File: src/rtl/hazard_seq.sv
// Pipeline hazard sequencer: operand forwarding, load-use stalls, branch flushes
// and fixed-latency mul/div stalls, with a saturating stall-cycle counter.
module hazard_seq #(
  parameter int unsigned DIV_LAT = 4
) (
  input  logic        clk,
  input  logic        reset,
  input  logic [4:0]  Rs1D,
  input  logic [4:0]  Rs2D,
  input  logic [4:0]  Rs1E,
  input  logic [4:0]  Rs2E,
  input  logic [4:0]  RdE,
  input  logic [4:0]  RdM,
  input  logic [4:0]  RdW,
  input  logic        RegWriteM,
  input  logic        RegWriteW,
  input  logic        LoadE,
  input  logic        PCSrcE,
  input  logic        MdStartE,
  input  logic        StatClr,
  output logic        StallF,
  output logic        StallD,
  output logic        StallE,
  output logic        FlushD,
  output logic        FlushE,
  output logic        FlushM,
  output logic [1:0]  ForwardAE,
  output logic [1:0]  ForwardBE,
  output logic [15:0] StallCnt,
  output logic [1:0]  dbg_state_o
);

  typedef enum logic [1:0] {
    BOOT   = 2'd0,
    RUN    = 2'd1,
    MDWAIT = 2'd2
  } state_t;

  // The start cycle is the first of DIV_LAT stall cycles, so MDWAIT covers the rest.
  localparam logic [7:0] MD_LOAD = 8'(DIV_LAT - 1);

  state_t      state_q, state_d;
  logic [7:0]  cnt_q, cnt_d;
  logic [15:0] stall_cnt_q, stall_cnt_d;
  logic        lw_stall;

  function automatic logic [1:0] fwd_sel(input logic [4:0] rs,
                                         input logic       wm, input logic [4:0] rdm,
                                         input logic       ww, input logic [4:0] rdw);
    if (wm && (rdm != 5'd0) && (rdm == rs))      fwd_sel = 2'b10;
    else if (ww && (rdw != 5'd0) && (rdw == rs)) fwd_sel = 2'b01;
    else                                         fwd_sel = 2'b00;
  endfunction

  assign ForwardAE = fwd_sel(Rs1E, RegWriteM, RdM, RegWriteW, RdW);
  assign ForwardBE = fwd_sel(Rs2E, RegWriteM, RdM, RegWriteW, RdW);

  assign lw_stall = LoadE && (RdE != 5'd0) && ((RdE == Rs1D) || (RdE == Rs2D));

  always_comb begin
    state_d = state_q;
    cnt_d   = cnt_q;
    StallF  = 1'b0;
    StallD  = 1'b0;
    StallE  = 1'b0;
    FlushD  = 1'b0;
    FlushE  = 1'b0;
    FlushM  = 1'b0;
    case (state_q)
      BOOT: begin
        FlushD  = 1'b1;
        FlushE  = 1'b1;
        state_d = RUN;
      end
      RUN: begin
        if (PCSrcE) begin
          FlushD = 1'b1;
          FlushE = 1'b1;
        end else if (MdStartE) begin
          StallF  = 1'b1;
          StallD  = 1'b1;
          StallE  = 1'b1;
          FlushM  = 1'b1;
          cnt_d   = MD_LOAD;
          state_d = MDWAIT;
        end else if (lw_stall) begin
          StallF = 1'b1;
          StallD = 1'b1;
          FlushE = 1'b1;
        end
      end
      MDWAIT: begin
        StallF = 1'b1;
        StallD = 1'b1;
        StallE = 1'b1;
        FlushM = 1'b1;
        cnt_d  = cnt_q - 8'd1;
        if (cnt_q == 8'd1) state_d = RUN;
      end
      default: state_d = BOOT;
    endcase
  end

  // Clear wins over increment; the counter sticks at all-ones.
  always_comb begin
    stall_cnt_d = stall_cnt_q;
    if (StatClr)                                 stall_cnt_d = 16'd0;
    else if (StallF && (stall_cnt_q != 16'hFFFF)) stall_cnt_d = stall_cnt_q + 16'd1;
  end

  always_ff @(posedge clk or negedge reset) begin
    if (!reset) begin
      state_q     <= BOOT;
      cnt_q       <= 8'd0;
      stall_cnt_q <= 16'd0;
    end else begin
      state_q     <= state_d;
      cnt_q       <= cnt_d;
      stall_cnt_q <= stall_cnt_d;
    end
  end

  assign StallCnt    = stall_cnt_q;
  assign dbg_state_o = state_q;

endmodule

File: config.mk
export PLATFORM = sky130hd
export DESIGN_NAME = hazard_seq
export DESIGN_NICKNAME = d
export VERILOG_FILES = /design/src/rtl/hazard_seq.sv
export SDC_FILE = /design/constraint.sdc
export NUM_CORES = 1
export LEC_CHECK = 0
export CAP_MARGIN = 20
export CORE_ASPECT_RATIO = 1.2
export CORE_MARGIN = 4
export CORE_UTILIZATION = 44
export CTS_CLUSTER_DIAMETER = 50
export DETAILED_ROUTE_END_ITERATION = 7
export PLACE_DENSITY = 0.8
export SLEW_MARGIN = 20
export SYNTH_ARGS = -nofsm -noshare
export SYNTH_HDL_FRONTEND = slang
export SYNTH_SLANG_ARGS = --single-unit
File: constraint.sdc
create_clock -name clk -period 2.2 [get_ports clk]
set_input_delay 0.33 -clock clk [delete_from_list [all_inputs] [get_ports clk]]
set_output_delay 0.33 -clock clk [all_outputs]
set_load 0.02 [all_outputs]
==> key figures, run 1 <==
Status
  – Status: finished clean

Power and ir drop
  – Switch Pwr: 858 µW
  – Cell Pwr Density: 737 nW/µm²
  – Gate power share: 0.531
  – Worst VDD drop: 0.000336 V
  – Sw Ratio: 0.380
  – Flop pwr share: 0.290
  – Clock share of power: 0.179
  – Pleak: 1.28 nW
  – Total power: 2.26 mW
  – Internal power: 1.40 mW

Worst setup path
  – Crit path max fanout: 5
  – Worst path required time: ~1.9 ns
  – Worst path cell trace: ha_4 > a21oi_1 > inv_1 > clkdlybuf4s50_1
  – CP Class: reg -> out
  – Type of origin of the critical path: flip-flop
  – Crit. End Element: primary output
  – Slowest CP cell: clkdlybuf4s50_1
  – CP peak stage delay: 0.55 ns
  – CP bufs+invs: 2
  – CP top delay family: buffers and inverters
  – Critical Path AT: 1.84 ns

Clocking
  – Clock Sink Count: 26
  – Cts bufs inserted: 3
  – Clk pin slew, worst setup/hold paths: 0.10 ns
  – CTS root buf: clkbuf_8
  – CTS tree: built
  – CTS max path bufs: 2
  – H-tree Lvls: 1
  – Clk_lat worst skew: 0.28 ns
  – Hold Buf Count CTS: 0

Yosys
  – Post-synth EDFFs: 0
  – FFs w/ async S/R, synth: 1.00
  – Post-synthesis sequential area ratio: 0.347
  – Cells after Synth: 215
  – Mean Syn Cell Area: 8.72 µm²
  – Top flip-flop cell by instance count after synthesis: dfrtp_1
  – Yosys warns: 0
  – Synth Net Count: 265
  – Yosys cell types: 40
  – Mapped Area: 1880 µm²
  – Yosys reg bits: 26

Die
  – Starting density of the core: 0.465
  – Die area: 5380 µm²
  – Chip height: 79.5 µm
  – Cell Rows: 25
  – IO Pins: 71
  – Die X: 67.6 µm
  – Core Box Area: 4040 µm²

Finish
  – FF+latch area: 652 µm²
  – Design area: 3060 µm²
  – Area delta synth->final: 63.1%
  – Antenna fix cells: 0
  – Share of cells above drive strength 1: 0.252
  – Fillcell total: 293
  – Multi-input gate area: 1270 µm²
  – Final cell count without fillers: 376
  – Final layout net count: 373
  – Layout Utilization: 0.758

Placement
  – Post-DP Area: 2880 µm²
  – Place WS: -0.721 ns
  – HPWL after detailed placement: 4150 µm
  – Placed insts: 367
  – GP Congestion: 0.804
  – PortBufs: 70

STA
  – Hold_ws: 0.415 ns
  – Crit path time final: 2.17 ns
  – Worst slew pin tran: 0.541 ns
  – Setup violations, final: 0
  – Slew Viols, Final: 0
  – Max Fclk: 0.462 GHz
  – Final setup margin: 0.0341 ns
  – Final Hold Vio Count: 0
  – Setup TNS: 0 ns
  – RSZ-0062 raised after global routing: true
  – Max-slew headroom: 0.638
  – Final period util: 0.984
  – Skew final: between 0.01 and 0.015 ns

Flow run
  – Max cap viols: 0

Global route
  – Largest net degree at the start of global routing: 27
  – Initial antenna violation count: 0
  – Vias in the first global route: 2057
  – First-pass GRT wire length: 8710 µm
  – GRT Total Usage: 0.211
  – Grt total ovfl: 0

Route
  – DRT Pass-1 Iters: 4
  – DRC errors left: 0
  – Routed wire length: 5800 µm
  – Post-route ant nets: 0
  – Via count: 2036
  – Vias per inst: 5.41
  – Initial DRC count: around 120
  – WL/cell: 15.4 µm

Hold path
  – Hold Path Class: in -> async
-- layout make-up --
type	instances	share of cell area
Inverter	9	0.0110
Multi-Input combinational cell	173	0.416
Timing Repair Buffer	110	0.315
Clock inverter	1	0.00982
Sequential cell	26	0.213
Tap cell	54	0.0221
Clock buffer	3	0.0135
-- path summary, 6_finish.rpt --
check	start	endpoint	slack [ns]	cells after the start
max reg2reg	dbg_state_o[0]$_DFFE_PN0P_	StallCnt[14]$_DFFE_PN0P_	0.07	8
max	dbg_state_o[0]$_DFFE_PN0P_	FlushD	0.03	4
min reg2reg	cnt_q[7]$_DFFE_PN0P_	cnt_q[7]$_DFFE_PN0P_	0.55	2
min	reset	dbg_state_o[0]$_DFFE_PN0P_	0.41	2
max in group asynchronous	reset	StallCnt[3]$_DFFE_PN0P_	1.51	2
min in group clk	cnt_q[7]$_DFFE_PN0P_	cnt_q[7]$_DFFE_PN0P_	0.55	2
-- cell usage in the layout (no fill, tap or decap), types with 3 or more instances in the layout --
| cell type | instances |
|---|---|
| buf_4 | 40 |
| clkdlybuf4s50_1 | 40 |
| dfrtp_1 | 25 |
| xnor2_1 | 18 |
| xor2_1 | 17 |
| a21oi_1 | 17 |
| nand3_1 | 14 |
| nor2_1 | 14 |
| dlygate4sd2_1 | 14 |
| or3_1 | 13 |
| nand2_1 | 12 |
| o21ai_1 | 8 |
| inv_1 | 7 |
| o21ai_0 | 6 |
| ha_1 | 5 |
| clkdlybuf4s15_1 | 5 |
| or4_4 | 4 |
| buf_2 | 4 |
| or4_1 | 3 |
| nand2b_1 | 3 |
| a31oi_1 | 3 |
| a21oi_2 | 3 |
| clkbuf_8 | 3 |
| clkbuf_2 | 3 |
-- flip-flops by register name (all words and copies together), names as in the netlist --
register	flops
cnt_q	8
StallCnt	16
dbg_state_o	2
-- kinds of logic after synthesis --
group	synth area share
adders and majority gates	0.0467
buffers and inverters	0.0447
xor gates and xnor gates	0.163
and+or+nand+nor	0.244
DFF	0.347
AOI/OAI and AO/OA	0.149
muxes	0.00534
-- power by group through the flow --
| stage | Combinational (mW) | Sequential [mW] | Clock (mW) |
|---|---|---|---|
| 2_1_floorplan | 0.568 | 0.685 | 0 |
| 3_3_place_gp | 1.05 | 0.648 | 0 |
| 3_5_place_dp | 1.08 | 0.654 | 0 |
| 4_1_cts | 1.05 | 0.644 | 0.408 |
| 5_1_grt | 1.32 | 0.665 | 0.424 |
| 6_report | 1.20 | 0.654 | 0.405 |
-- cell usage after synthesis, drive strengths merged, types with 4 or more instances --
cell | n | area (µm²)
nand2 | 12 | 45.0
nand3 | 15 | 80.1
a21oi | 20 | 104
nor2 | 14 | 52.6
dfrtp | 26 | 651
xnor2 | 18 | 158
or3 | 13 | 81.3
nor4 | 6 | 37.5
nor3 | 4 | 30.0
buf | 6 | 46.3
ha | 7 | 87.6
o21ai | 17 | 88.8
xor2 | 17 | 149
inv | 9 | 33.8
or4 | 7 | 52.6
-- per-layer routing --
metal | GRT usage | up-vias | share of wire
li1 | - | 982 | -
met1 | 0.224 | 966 | 0.36
met2 | 0.398 | 72 | 0.56
met3 | 0.0239 | 16 | 0.044
met4 | 0.0994 | 0 | 0.035
met5 | 0 | - | 0
-- what timing repair did --
action | CTS | global route
buffers inserted | 0 | 4
pin swaps | 8 | 16
resized for setup | 68 | 30
gates cloned | 0 | 1
setup endpoints to repair | 9 | 12
(Power assumes the default switching activity.)
==> run 2: changes to the inputs <==
--- a/config.mk
+++ b/config.mk
@@ -11,7 +11,7 @@
 export CORE_UTILIZATION = 44
 export CTS_CLUSTER_DIAMETER = 50
 export DETAILED_ROUTE_END_ITERATION = 7
-export PLACE_DENSITY = 0.8
+export PLACE_DENSITY = 0.9
 export SLEW_MARGIN = 20
 export SYNTH_ARGS = -nofsm -noshare
 export SYNTH_HDL_FRONTEND = slang
==> run 2 against run 1 <==
  * Via count grew 4.2%
  * Critical endpoint is now StallCnt[1]$_DFFE_PN0P_
  * Combinational power grew 10%
  * Cell area grew 2.7%
  * Worst hold slack gained 0.016 ns
  * Flip-flop and latch count is the same
  * Register-to-register slack lost 0.02 ns
  * Final cell count grew 0.53%
  * Largest cell class unchanged
  * Core utilization grew 2.1 points
  * Sequential share of layout area shrank 0.61 points
  * Wire length grew 10%
  * Clock skew shrank 0.0032 ns
==> key figures, run 2 (synthesized netlist as in run 1, its figures left out) <==
Status
  – Status: finished clean

Global route
  – GRT Total Usage: 0.219 (+0.00794)
  – Largest net degree at the start of global routing: 30 (+11%)
  – First-pass GRT wire length: 9220 µm (+5.8%)
  – Grt total ovfl: 0 (unchanged)
  – Vias in the first global route: 2077 (+0.97%)
  – Initial antenna violation count: 0 (unchanged)

Finish
  – Antenna fix cells: 0 (unchanged)
  – Most frequent cells in the layout: buf_4, clkdlybuf4s50_1, dfrtp_1
  – Area delta synth->final: 67.6%
  – Final cell count without fillers: 378 (+0.53%)
  – Share of cells above drive strength 1: 0.269 (+0.0170)
  – Design area: 3140 µm² (+2.7%)
  – Final layout net count: 375 (+0.54%)
  – Max reg flops: 16 (unchanged)
  – Most common cell after layout, fill and taps aside: buf_4

Worst setup path
  – CP peak stage delay: 0.53 ns (-0.02 ns)
  – Reg2reg setup slack: 0.05 ns (-0.02 ns)
  – Worst path depth: 10 (+6)
  – CP bufs+invs: 4 (+2)
  – Slowest CP cell: or4_4
  – Crit-path most repeated cell: buf_4
  – CP Class: in -> reg
  – Crit path to: StallCnt[1]$_DFFE_PN0P_
  – Type of origin of the critical path: input port
  – R2R cell count: 9 (+1)
  – Crit. End Element: flip-flop
  – FF-to-FF Start: dbg_state_o[0]$_DFFE_PN0P_
  – Worst r2r dst: StallCnt[5]$_DFFE_PN0P_
  – Worst path required time: 2.35 ns (+0.48 ns)
  – Crit path max fanout: 7 (+2)
  – CP top delay family: buffers and inverters
  – Worst path cell trace: dlygate4sd2_1 > or4_4 > o21ai_2 > buf_4 > buf_4 > a311oi_2 > a21oi_4 > clkbuf_16 > mux2i_1 > nor2_1
  – Worst Setup SP: RdE[2]
  – Critical Path AT: 2.33 ns (+0.49 ns)

STA
  – Slew Viols, Final: 0 (unchanged)
  – Max Fclk: 0.458 GHz (-0.89%)
  – Setup violations, final: 0 (unchanged)
  – Max-slew headroom: 0.631 (-0.00768)
  – Skew final: 0.00986 ns (-0.00316 ns)
  – Final period util: 0.993 (+0.00883)
  – Final Hold Vio Count: 0 (unchanged)
  – Worst slew pin tran: 0.552 ns (+0.0115 ns)
  – Crit path time final: 2.19 ns (+0.0194 ns)
  – RSZ-0062 raised after global routing: true
  – Setup TNS: 0 ns (unchanged)

Power and ir drop
  – Clock share of power: 0.167 (-0.012)
  – Cell Pwr Density: 757 nW/µm² (+2.7%)
  – Sw Ratio: 0.383 (+0.00306)
  – Switch Pwr: 912 µW (+6.3%)
  – Gate power share: 0.556 (+0.025)
  – Pleak: 1.36 nW (+6.2%)
  – Internal power: 1.47 mW (+4.9%)
  – Worst VDD drop: 0.000425 V (+26%)
  – Flop pwr share: 0.277 (-0.013)

Die
  – IO Pins: 71 (unchanged)
  – Cell Rows: 25 (unchanged)
  – Die X: 67.6 µm (unchanged)
  – Starting density of the core: 0.465 (unchanged)
  – Chip height: 79.5 µm (unchanged)
  – Core Box Area: 4040 µm² (unchanged)
  – Die area: 5380 µm² (unchanged)

Clocking
  – Hold Buf Count CTS: 0 (unchanged)
  – Clk_lat worst skew: 0.27 ns (about the same)
  – Clock Sink Count: 26 (unchanged)
  – Clk pin slew, worst setup/hold paths: 0.10 ns (about the same)
  – Cts bufs inserted: 3 (unchanged)
  – H-tree Lvls: 1 (unchanged)
  – CTS root buf: clkbuf_8
  – CTS tree: built
  – CTS max path bufs: 2 (unchanged)

Placement
  – GP Congestion: 0.845 (+5.1%)
  – Post-DP Area: 2870 µm² (-0.52%)
  – PortBufs: 70 (unchanged)
  – HPWL after detailed placement: 4290 µm (+3.3%)
  – Placed insts: 365 (-0.54%)

Route
  – Post-route ant nets: 0 (unchanged)
  – DRT Pass-1 Iters: 5 (+1)
  – Vias per inst: 5.61 (+3.7%)
  – WL/cell: 16.9 µm (+9.7%)
  – Initial DRC count: 121 (unchanged)
  – Via count: 2122 (+4.2%)
  – Routed wire length: 6390 µm (+10%)
  – DRC errors left: 0 (unchanged)

Hold path
  – Hold Path Class: in -> async

Flow run
  – Max cap viols: 0 (unchanged)
[run 2: cell count changes in the layout (fill, tap and decap cells not counted), sizes merged]
cell | previous run | this run
dlymetal6s2s | 1 | 6
clkdlybuf4s15 | 5 | 2
clkdlybuf4s50 | 40 | 38
buf | 47 | 46
dlygate4sd2 | 14 | 13
clkbuf | 6 | 10
[run 2: layer usage]
metal | vias up | wire length [µm] | track usage
li1 | 989 | - | -
met1 | 1012 | 2370 | 0.232
met2 | 101 | 3390 | 0.416
met3 | 20 | 463 | 0.0507
met4 | 0 | 165 | 0.0609
met5 | - | 0 | 0
[run 2: final cells by class]
type,count,area [µm²]
tap,54,67.6
fill,239,892
inverter,9,33.8
clock inverter,1,30.0
timing repair buffer,112,1020
multi-input combinational,173,1300
clock buffer,3,41.3
sequential,26,651
[run 2: how the worst min path moves through the flow]
stage                                     from                       to  slack (ns)
after CTS                                reset     cnt_q[0]$_DFFE_PN0P_        0.43
after detailed placement  cnt_q[7]$_DFFE_PN0P_     cnt_q[7]$_DFFE_PN0P_        0.54
final                                    reset     cnt_q[0]$_DFFE_PN0P_        0.43
after floorplan                          reset  StallCnt[0]$_DFFE_PN0P_        0.03
after global routing                     reset     cnt_q[0]$_DFFE_PN0P_        0.46
after global placement    cnt_q[7]$_DFFE_PN0P_     cnt_q[7]$_DFFE_PN0P_        0.53
[run 2: metrics by stage]
step	hold WS [ns]	utilization	worst slack, ns	power (mW)
2_1_floorplan	0.0344	-	0.0229	1.25
6_report	0.431	0.779	0.0147	2.38
3_3_place_gp	0.527	0.710	-0.661	1.70
3_5_place_dp	0.545	0.710	-0.742	1.74
4_1_cts	0.433	0.734	0.0127	2.13
5_1_grt	0.462	0.779	-0.0441	2.52
[run 2: what timing repair did]
item,in CTS,in global routing
cloned,0,3
setup endpoints to repair,10,13
buffers inserted,3,3
pin swaps,8,16
gates resized for setup,59,41
[run 2: power by group through the flow]
stage	Clock, mW	Combinational, mW	Sequential (mW)
after floorplan	0	0.568	0.685
after global placement	0	1.05	0.647
final	0.398	1.32	0.658
after global routing	0.424	1.42	0.668
after CTS	0.406	1.07	0.647
after detailed placement	0	1.09	0.655
[run 2: worst register-to-register path: stages (launching register included)]
cell and delay, ns:
dfrtp_1 0.39, buf_4 0.13, ha_4 0.15, and3b_2 0.24, o21ai_4 0.09, a31oi_2 0.21
a21oi_4 0.10, buf_12 0.17, or4_4 0.48, a21oi_2 0.13
==> RTL edit: new RTL, flow settings as in run 2 <==
Put one more register stage on the output `dbg_state_o`, cleared by the reset. The value now appears one clock later. The other outputs are not delayed to match.
--- a/src/rtl/hazard_seq.sv
+++ b/src/rtl/hazard_seq.sv
@@ -121,7 +121,13 @@
   end
 
   assign StallCnt    = stall_cnt_q;
-  assign dbg_state_o = state_q;
+  always_ff @(posedge clk or negedge reset) begin
+    if (!reset) begin
+      dbg_state_o <= '0;
+    end else begin
+      dbg_state_o <= state_q;
+    end
+  end
 
 endmodule
 
Check against the original RTL: not equivalent (a bounded check fails within 4 cycles, from zero or initial values and one cycle with reset low).
==> RTL edit against run 2 <==
Sequential power rose by 5.0%. Maximum frequency rose by 2.4%. Cell area fell by 1.1%. Sequential cell count rose by 2. Routed wire length fell by 6.6%. Non-clock buffer count fell by 5. Power fell by 13%. Count of clock-buffer cells in the layout did not move. Die area rose by 5.0%. Core utilization fell by 5.5 points. Largest power group unchanged. Synthesized area rose by 5.7%. Global-route usage fell by 0.17 points. Worst setup slack improved by 0.052 ns.
==> RTL edit: results (changes against run 2) <==
[run_status]
status=finished, final reports clean  ; unchanged

[global_routing]
use_met2_pct=38.8  ; was 41.6%
grt_pass1_vias=2108  ; was 2077
grt_util_met3_pct=4.53  ; was 5.07%
grt_first_pass_wirelength_um=10000  ; was 9220 um
grt_max_degree=32  ; was 30
gr-usage-met1_pct=26.5  ; was 23.2%
antenna_found_initial=0  ; unchanged
grt_usage_pct=21.7  ; was 21.9%

[finish]
fin_nets=373  ; was 375
fill_cells=297  ; was 239
drive_above_1_share_pct=23.1  ; was 26.9%
finalNonFillerCells=377  ; was 378
post-route-util_pct=72.4  ; was 77.9%

[cts]
ctsResizeCount=74  ; was 59
cts-root-buf=clkbuf_8  ; unchanged
path_clk_slew_ns=0.08  ; was 0.10 ns
post_cts_buffers=2  ; was 3
clock_latency_ns=0.27  ; about the same
cts_made_buffers=3  ; unchanged

[power]
ir_worst_vdd_mv=0.615  ; was 0.425 mV
cellLeakagePower_nw=1.29  ; was 1.36 nW
p_sw_share_pct=39.4  ; was 38.3%

[synthesis]
synth_fa_ha_area_share_pct=4.42  ; was 4.67%
syn_area_per_cell_um2=8.97  ; was 8.72 um2
synth_common_cells=dfrtp_1 (28), xnor2_1 (21), a21oi_1 (20)  ; was dfrtp_1 (26), a21oi_1 (19), xnor2_1 (18)
syn_nets=271  ; was 265
synth.area.top_cells=dfrtp_1 (35%), xnor2_1 (9.3%), xor2_1 (7.1%), or4_1 (6.1%), a21oi_1 (5.1%)  ; was dfrtp_1 (35%), xnor2_1 (8.4%), xor2_1 (7.9%), a21oi_1 (5.1%), ha_1 (4.7%)
synthMuxAreaShare_pct=0  ; was 0.534%
netlist-cell-type-count=37  ; was 40
synthArstFlopShare_pct=100  ; unchanged
synth-xor-area-share_pct=16.4  ; was 16.3%
synth_compound_area_share_pct=17.2  ; was 14.9%
seq_area_frac_synth_pct=35.4  ; was 34.7%
yosys_warnings=0  ; unchanged

[timing]
skew_ns=0.00340  ; was 0.00986 ns
hold_slack_ns=0.427  ; was 0.431 ns
tightest_slew_ns=0.643  ; was 0.552 ns
setup-tns-final_ns=0  ; unchanged

[route]
wl_met3_um=365  ; was 463 um
wl_met2_um=3160  ; was 3390 um
routed_wl_um=5970  ; was 6390 um
initialDrtViolationCount=61  ; was 121
vias_per_cell=5.68  ; was 5.61
drt-met1-wl_um=2330  ; was 2370 um
first_pass_iters=4  ; was 5

[place]
place_area_um2=2960  ; was 2870 um2
io_buffers=70  ; unchanged
dp_slack_ns=-0.750  ; was -0.742 ns
gp_congestion=0.927  ; was 0.845
dp_hpwl_um=4340  ; was 4290 um

[worst_setup_path]
r2r_start=state_q[0]$_DFFE_PN0P_  ; was dbg_state_o[0]$_DFFE_PN0P_
rr_worst_depth=7  ; was 9
arrival_ns=1.80  ; was 2.33 ns
critPathMaxFanout=2  ; was 7
rrSetupSlack_ns=0.10  ; was 0.05 ns
r2r-end=StallCnt[10]$_DFFE_PN0P_  ; was StallCnt[5]$_DFFE_PN0P_

[RTL edit: layout make-up]
class	instances	share of cell area, %
multi-input combinational	172	41.6
timing repair buffer	107	30.9
sequential	28	22.6
tap	56	2.25
clock buffer	3	1.33
inverter	11	1.33
[RTL edit: power by group through the flow]
stage          Sequential [W]  Clock (W)  Combinational [W]
3_5_place_dp         0.000690          0            0.00105
3_3_place_gp         0.000684          0            0.00103
5_1_grt              0.000704   0.000303            0.00122
2_1_floorplan        0.000715          0           0.000582
4_1_cts              0.000680   0.000284            0.00107
6_report             0.000691   0.000275            0.00111
[RTL edit: worst max-delay path by stage]
| stage | slack, ns | depth (start not counted) | startpoint | end |
|---|---|---|---|---|
| 5_1_grt | -0.007 | 7 | state_q[0]$_DFFE_PN0P_ | StallCnt[6]$_DFFE_PN0P_ |
| 2_1_floorplan | -0.05 | 8 | RdE[0] | StallF |
| 3_5_place_dp | -0.75 | 6 | RdM[1] | ForwardBE[0] |
| 3_3_place_gp | -0.68 | 6 | RdM[1] | ForwardAE[0] |
| 6_report | 0.07 | 7 | RdM[1] | ForwardBE[0] |
| 4_1_cts | 0.0007 | 7 | state_q[1]$_DFFE_PN0P_ | FlushM |
[RTL edit: worst max-delay path, cell delays in order]
cell,delay [ns]
dlymetal6s2s_1,0.14
or4_4,0.50
o21ai_4,0.19
buf_6,0.13
nor4_4,0.04
nor4_4,0.29
buf_4,0.19
[RTL edit: kinds of logic (layout without fill, tap and decap cells)]
logic type / Yosys count / after routing
adder cells (fa/ha/maj): 7 / 7
AND/OR/NAND/NOR: 76 / 76
buffers and inverters: 21 / 121
flip-flops: 28 / 28
AO/OA/AOI/OAI: 52 / 52
XOR/XNOR: 37 / 37
